`config.mk`:
```
export PLATFORM = sky130hd
export DESIGN_NAME = tmr_scrub_ctrl
export DESIGN_NICKNAME = d
export VERILOG_FILES = /design/src/rtl/tmr_scrub_ctrl.sv
export SDC_FILE = /design/constraint.sdc
export NUM_CORES = 1
export LEC_CHECK = 0
export CORE_UTILIZATION = 30
export DETAILED_ROUTE_END_ITERATION = 16
export GPL_TIMING_DRIVEN = 0
export HOLD_SLACK_MARGIN = 0.03
export PLACE_DENSITY_LB_ADDON = 0.25
export SKIP_CTS_REPAIR_TIMING = 1
export SLEW_MARGIN = 20
export SYNTH_ARGS = -nofsm -noshare
export SYNTH_HDL_FRONTEND = slang
export SYNTH_SLANG_ARGS = --single-unit
```
`constraint.sdc`:
```
create_clock -name clk -period 6 [get_ports clk]
set_clock_uncertainty 0.15 [all_clocks]
set_input_delay 1.2 -clock clk [delete_from_list [all_inputs] [get_ports clk]]
set_output_delay 1.2 -clock clk [all_outputs]
set_load 0.01 [all_outputs]
```
`src/rtl/tmr_scrub_ctrl.sv`:
```
// Purpose: scrub scheduler for triplicated state registers; votes one register per slot and writes back the majority value.
// Latency: a mismatch seen in VOTE raises fix_we exactly one cycle later; a slot lasts SCRUB_PERIOD+1 cycles, or +2 with a fix.
// Backpressure: a functional update to the scrubbed register suppresses the fix; en=0 parks the scheduler in IDLE and holds idx and statistics.
module tmr_scrub_ctrl #(
    parameter int WIDTH        = 1,
    parameter int NREG         = 4,
    parameter int SCRUB_PERIOD = 16,
    localparam int IW          = (NREG > 1) ? $clog2(NREG) : 1,
    localparam int CW          = (SCRUB_PERIOD > 1) ? $clog2(SCRUB_PERIOD) : 1
) (
    input  logic                    clk,
    input  logic                    rstn,
    input  logic                    en,
    input  logic [NREG*WIDTH-1:0]   cp_a,
    input  logic [NREG*WIDTH-1:0]   cp_b,
    input  logic [NREG*WIDTH-1:0]   cp_c,
    input  logic [NREG-1:0]         upd_req,
    output logic                    fix_we,
    output logic [IW-1:0]           fix_idx,
    output logic [WIDTH-1:0]        fix_data,
    output logic                    busy,
    output logic                    scan_done,
    output logic                    err_flag,
    output logic [7:0]              err_cnt
);

    typedef enum logic [1:0] {
        S_IDLE = 2'd0,
        S_WAIT = 2'd1,
        S_VOTE = 2'd2,
        S_FIX  = 2'd3
    } state_t;

    state_t           state_q, state_d;
    logic [CW-1:0]    cnt_q, cnt_d;
    logic [IW-1:0]    idx_q, idx_d;
    logic [WIDTH-1:0] maj_q, maj_d;
    logic [7:0]       err_cnt_q, err_cnt_d;
    logic             err_flag_q, err_flag_d;
    logic             scan_done_q, scan_done_d;
    logic [IW-1:0]    fix_idx_q, fix_idx_d;
    logic [WIDTH-1:0] fix_data_q, fix_data_d;

    logic [WIDTH-1:0] sel_a, sel_b, sel_c;
    logic             sel_upd;
    logic [WIDTH-1:0] maj_now;
    logic             mismatch;
    logic             cnt_done;
    logic             last_idx;
    logic [IW-1:0]    idx_nxt;

    // Pick out the three copies and the functional-update request of the register under scrub
    always_comb begin
        sel_a   = '0;
        sel_b   = '0;
        sel_c   = '0;
        sel_upd = 1'b0;
        for (int i = 0; i < NREG; i++) begin
            if (idx_q == IW'(i)) begin
                sel_a   = cp_a[i*WIDTH +: WIDTH];
                sel_b   = cp_b[i*WIDTH +: WIDTH];
                sel_c   = cp_c[i*WIDTH +: WIDTH];
                sel_upd = upd_req[i];
            end
        end
    end

    // Bit-wise majority vote, slot timer terminal count and index wrap
    always_comb begin
        maj_now  = (sel_a & sel_b) | (sel_a & sel_c) | (sel_b & sel_c);
        mismatch = (sel_a != sel_b) || (sel_b != sel_c);
        cnt_done = (cnt_q == CW'(SCRUB_PERIOD - 1));
        last_idx = (idx_q == IW'(NREG - 1));
        idx_nxt  = last_idx ? '0 : idx_q + IW'(1);
    end

    // FSM state register
    always_ff @(posedge clk or negedge rstn) begin
        if (!rstn) begin
            state_q <= S_IDLE;
        end else begin
            state_q <= state_d;
        end
    end

    // FSM next-state: dropping en always parks the scheduler in IDLE
    always_comb begin
        state_d = state_q;
        case (state_q)
            S_IDLE: if (en) state_d = S_WAIT;
            S_WAIT: if (cnt_done) state_d = S_VOTE;
            S_VOTE: state_d = mismatch ? S_FIX : S_WAIT;
            S_FIX:  state_d = S_WAIT;
            default: state_d = S_IDLE;
        endcase
        if (!en) begin
            state_d = S_IDLE;
        end
    end

    // FSM outputs: the fix strobe yields to a functional write of the same register and to en=0
    always_comb begin
        busy     = (state_q == S_VOTE) || (state_q == S_FIX);
        fix_we   = (state_q == S_FIX) && en && !sel_upd;
        fix_idx  = fix_we ? idx_q : fix_idx_q;
        fix_data = fix_we ? maj_q : fix_data_q;
    end

    // Datapath next values: slot timer, vote capture, error statistics, index advance
    always_comb begin
        cnt_d       = '0;
        idx_d       = idx_q;
        maj_d       = maj_q;
        err_cnt_d   = err_cnt_q;
        err_flag_d  = err_flag_q;
        scan_done_d = 1'b0;
        fix_idx_d   = fix_idx_q;
        fix_data_d  = fix_data_q;
        if (en) begin
            case (state_q)
                S_WAIT: begin
                    cnt_d = cnt_done ? '0 : cnt_q + CW'(1);
                end
                S_VOTE: begin
                    maj_d = maj_now;
                    if (mismatch) begin
                        err_flag_d = 1'b1;
                        if (err_cnt_q != 8'hFF) begin
                            err_cnt_d = err_cnt_q + 8'd1;
                        end
                    end else begin
                        idx_d       = idx_nxt;
                        scan_done_d = last_idx;
                    end
                end
                S_FIX: begin
                    if (fix_we) begin
                        fix_idx_d  = idx_q;
                        fix_data_d = maj_q;
                    end
                    idx_d       = idx_nxt;
                    scan_done_d = last_idx;
                end
                default: begin
                end
            endcase
        end
    end

    // Datapath registers
    always_ff @(posedge clk or negedge rstn) begin
        if (!rstn) begin
            cnt_q       <= '0;
            idx_q       <= '0;
            maj_q       <= '0;
            err_cnt_q   <= '0;
            err_flag_q  <= 1'b0;
            scan_done_q <= 1'b0;
            fix_idx_q   <= '0;
            fix_data_q  <= '0;
        end else begin
            cnt_q       <= cnt_d;
            idx_q       <= idx_d;
            maj_q       <= maj_d;
            err_cnt_q   <= err_cnt_d;
            err_flag_q  <= err_flag_d;
            scan_done_q <= scan_done_d;
            fix_idx_q   <= fix_idx_d;
            fix_data_q  <= fix_data_d;
        end
    end

    assign scan_done = scan_done_q;
    assign err_flag  = err_flag_q;
    assign err_cnt   = err_cnt_q;

endmodule
```
After elaboration in Yosys (flattened, before gate mapping)
Cells that the tools add are included.
{ "totals": {"register_bits": 22, "latch_bits": 0, "ram_bits": 0, "romBits": 0, "mem_count": 0} }
{ "classes": {"addsub": 3, "multipliers": 0, "n_div": 0, "magnitude_cmp": 0, "eq_ne": 12, "shifts": 0, "n_mux": 31, "bitwise": 5, "reduce_logical": 14} }
{ "ops": {"columns": ["op", "count"], "rows": [
  ["two-way mux 1 bit", 19],
  ["two-way mux 2 bit", 6],
  ["two-way mux 4 bit", 3],
  ["adder 8 x 1 -> 8 bit, second input constant", 1],
  ["equality test 2 bit, second input constant", 4],
  ["!= test 8 bit, second input constant", 1],
  ["one-hot mux 2 bit (3 select lines)", 1],
  ["AND reduction 3 bit", 2],
  ["adder 4 x 1 -> 4 bit, second input constant", 1],
  ["equality test 2 x 1 -> 1 bit, second input constant", 2],
  ["equality test 4 bit, second input constant", 1],
  ["logical NOT 2 bit", 2],
  ["one-hot mux 2 bit (2 select lines)", 1],
  ["AND reduction 2 bit", 2],
  ["AND reduction 4 bit", 1],
  ["bitwise AND 1 bit", 3],
  ["!= test 3 bit, second input constant", 1],
  ["adder 2 x 1 -> 2 bit, second input constant", 1],
  ["logical AND 1 bit", 2],
  ["logical OR 1 bit", 2],
  ["!= test 1 bit", 2],
  ["!= test 2 bit, second input constant", 1],
  ["bitwise OR 1 bit", 2],
  ["one-hot mux 1 bit (2 select lines)", 1],
  ["other kinds (3)", 3]
]} }

Logic depth before layout (Yosys ltp)
{ "logic_depth": {"ltp_word": 10, "depth_mapped": 11, "ltp_nobuf": 11} }

Least setup slack after synthesis
No wires, ideal clock.
{ "synth_timing": {"path_kind": "input port to output port", "startpoint": "input port upd_req[1]", "endpoint": "output port fix_data", "arrival_ns": 2.221, "slack_ns": 2.429, "path_stages": 4, "n_path_buf": 0, "path_cell_list": "a21oi_1 o21ai_1 a221oi_4 mux2_2"} }
{ "synth_between": {"elab_chain_len": 6} }
{ "synth_lines": {"columns": ["element", "line", "text"], "rows": [
  ["from (decl)", "17", "input logic [NREG-1:0] upd_req,"],
  ["two-way mux 1 bit (3 in a row)", "59", "if (idx_q == IW'(i)) begin"],
  ["logical NOT 1 bit", "104", "fix_we = (state_q == S_FIX) && en && !sel_upd;"],
  ["logical AND 1 bit", "104", null],
  ["via fix_we", "18", "output logic fix_we,"],
  ["two-way mux 1 bit", null, null],
  ["to (decl)", "20", "output logic [WIDTH-1:0] fix_data,"]
]} }
The timed path passes the listed nets, and every way through them passes these cells.

Worst setup path in the final report
{ "layout_timing": {"startpoint": "input port en", "endpoint": "output port fix_data"} }
{ "layout_between": {"elab_chain_len": 3} }
{ "layout_lines": {"columns": ["element", "line", "text"], "rows": [
  ["from (decl)", "13", "input logic en,"],
  ["logical AND 1 bit (2 in a row)", "104", null],
  ["two-way mux 1 bit", null, null]
]} }
No other way between the ends.

==> out/qor.txt <==
status: finished clean
Setup crit end: fix_data
Mean Syn Cell Area: 10.37 µm²
Reg2Reg Capture Point: err_cnt[1]
IO Pins: 34
Diodes inserted: 0
Post-Syn Area: 1245 µm²
WL/cell: 12.78 µm
instance count on the critical path: 5
worst r2r src: idx_q[1]
Overflow after GRT: 0
Syn Inst Count: 120
first-pass GRT wire length: 4.450 mm
HP Class: reg -> reg
setup repair after global routing missed its margin: no
unique cell type count in the Yosys netlist: 31
drt pass-1 iters: 4
Seq/Total Area, Yosys: 0.4422
Worst-Margin Slew: 484.0 ps
most common flop cell mapped by yosys: dfrtp_1
Critical Path AT: 3130 ps
Clock Pin Slew Worst Setup and Hold Paths: 80 ps
Final Hold Viols: 0
Fmax: 0.2233 GHz
static leakage: 0.7413 nW
max_cap viols: 0
CP Capture Type: output pin
CP startpoint kind: input port
setup_tns: 0 ps
number of global-route vias before repair: 1025
largest net degree at the start of global routing: 23
max_slew headroom: 0.6773
Final Critical Period: 4479 ps
num rows: 23
CP top delay family: buffers and inverters
Reg2Reg Setup Slack: 3150 ps
die area: 4412 µm²
cell with the most instances after synthesis: dfrtp_1
WHS: 319.5 ps
DRT iter0 DRCs: 41
total track usage: 0.1302
most frequent CP cell: clkdlybuf4s50_1
TritonCTS clock tree: built
Critical Path Fanout Max: 7
DP Wirelength: 1.988 mm
Post-synth EDFFs: 0
share of cells above drive strength 1: 0.1083
Slew Limit Fails: 0
Critical Path Start: en
Area growth syn-to-layout: 36.88%
PortBufs: 33
Crit path required time: 4650 ps
Crit-path slowest cell: clkdlybuf4s50_1
DIE HEIGHT: 66.42 µm
Post-synth top cells: dfrtp_1, inv_1, mux2_2
CTS sink cnt: 22
via/cell ratio: 4.787
clk_lat worst skew: 260 ps
pwr dens: 181.8 nW/µm²
cell taking the most area after synthesis: dfrtp_1
slowest stage delay, CP: 530 ps
R2R cell count: 10
FF+latch count, synth: 22
Setup Viol. Count Final: 0
VDD IR max: 0.00008318 V
initial antenna violation count: 0
Detail Route Antenna Nets: 0
crit path buf inv count: 2
top cells by area, synth: dfrtp_1, mux2_2, ha_1
crit-path cells: clkdlybuf4s50_1, nand3_1, a221oi_4, mux2_2, clkdlybuf4s50_1
Mapped Nets: 147
clk buf depth: 2
drc violations: 0
initial core utilization: 0.3112
H-Tree Depth: 1
Horiz. Die Dim: 66.42 µm
Core Region: 4000 µm²
Final #Nets: 185
Final period util: 0.7464
Post-Route WL: 2.645 mm
Crit Path Category: in -> out
Final GP Congestion: 0.7530
CTS buffer count: 3
total number of vias: 991
Synth top area share: 0.4422
CTS root buffer: clkbuf_8
Yosys warning count: 0
ys async rst share: 1.000
-- placed cells by master, fill, tap and decap left out, types with 2 or more instances in the layout --
cell             instances
nand3b_1                 5
nor2_1                   7
o21ai_0                  4
clkbuf_8                 3
mux2_2                   9
nor3_1                   2
inv_1                    9
clkdlybuf4s50_1         32
ha_1                     8
xnor2_1                  3
nor3b_1                  3
nand3_1                  7
a211oi_1                 6
nand2_1                  6
xor2_1                   2
o21ai_1                  2
nand2b_1                 2
nor2b_1                  3
a21oi_1                  7
buf_2                    2
dfrtp_1                 22
-- kinds of logic (layout without fill, tap and decap cells) --
group,count (synthesis),in the layout,share of synthesized area
compound gates,24,24,0.1337
xor+xnor,5,5,0.03518
fa+ha+maj,8,8,0.08041
buf+inv,11,48,0.03416
flops,22,22,0.4422
mux,10,10,0.08945
simple gates,40,40,0.1849
-- report_power, final --
part,total (W),internal [W],switching (W)
Clock,0.000137,0.0000891,0.0000477
Combinational,0.0000228,0.0000133,0.00000948
Sequential,0.000150,0.000149,0.00000109
-- worst min path at each step --
stage,startpoint,end,slack [ps],cells after the start
CTS,err_flag,err_flag,330,1
finish,err_flag,err_flag,320,1
global route,err_flag,err_flag,340,1
floorplan,cnt_q[0],cnt_q[0],310,1
global placement,err_flag,err_flag,300,1
detailed placement,err_flag,err_flag,300,1
-- worst reg2reg max path: cells and delay by family (launching register included) --
family,cells,cell delay [ps]
AOI/OAI and AO/OA,4,890
adders and majority gates,2,570
buffers and inverters,1,80
DFF,1,420
muxes,1,290
and+or+nand+nor,2,360
-- routing by layer --
layer,global-route usage,wire (µm)
met1,0.1580,1283
met2,0.2321,1189
met3,0.01724,134
met4,0.04787,37
met5,0,0
-- per-stage QoR --
stage               std cells  worst slack, ps  utilization  total power, W  area [µm²]
finish                    207             1521       0.4260       0.0003098        1704
global route              207             1406       0.4260       0.0003246        1704
CTS                       207             1487       0.4273       0.0003155        1709
detailed placement        203             1486       0.4094       0.0001765        1638
global placement          203             1492       0.4094       0.0001758        1638
floorplan                 120             2429            -       0.0001596        1245
-- state kept, by name (all words and copies together) (netlist names) --
name and flops:
cnt_q 4, err_cnt 8, err_flag 1, fix_data_q 1, fix_idx_q 2, idx_q 2, maj_q 1, scan_done 1
state_q 2
-- area by class of cell --
class                           count  area, µm²
Clock buffer                        3      41.29
Fill cell                         387       2296
Timing Repair Buffer               33      325.3
Buffer                              2      8.758
Clock inverter                      1      30.03
Multi-Input combinational cell     87      651.9
Sequential cell                    22      550.5
Tap cell                           50      62.56
Inverter                            9      33.78
Note: power is estimated with default switching activity, not from simulation.
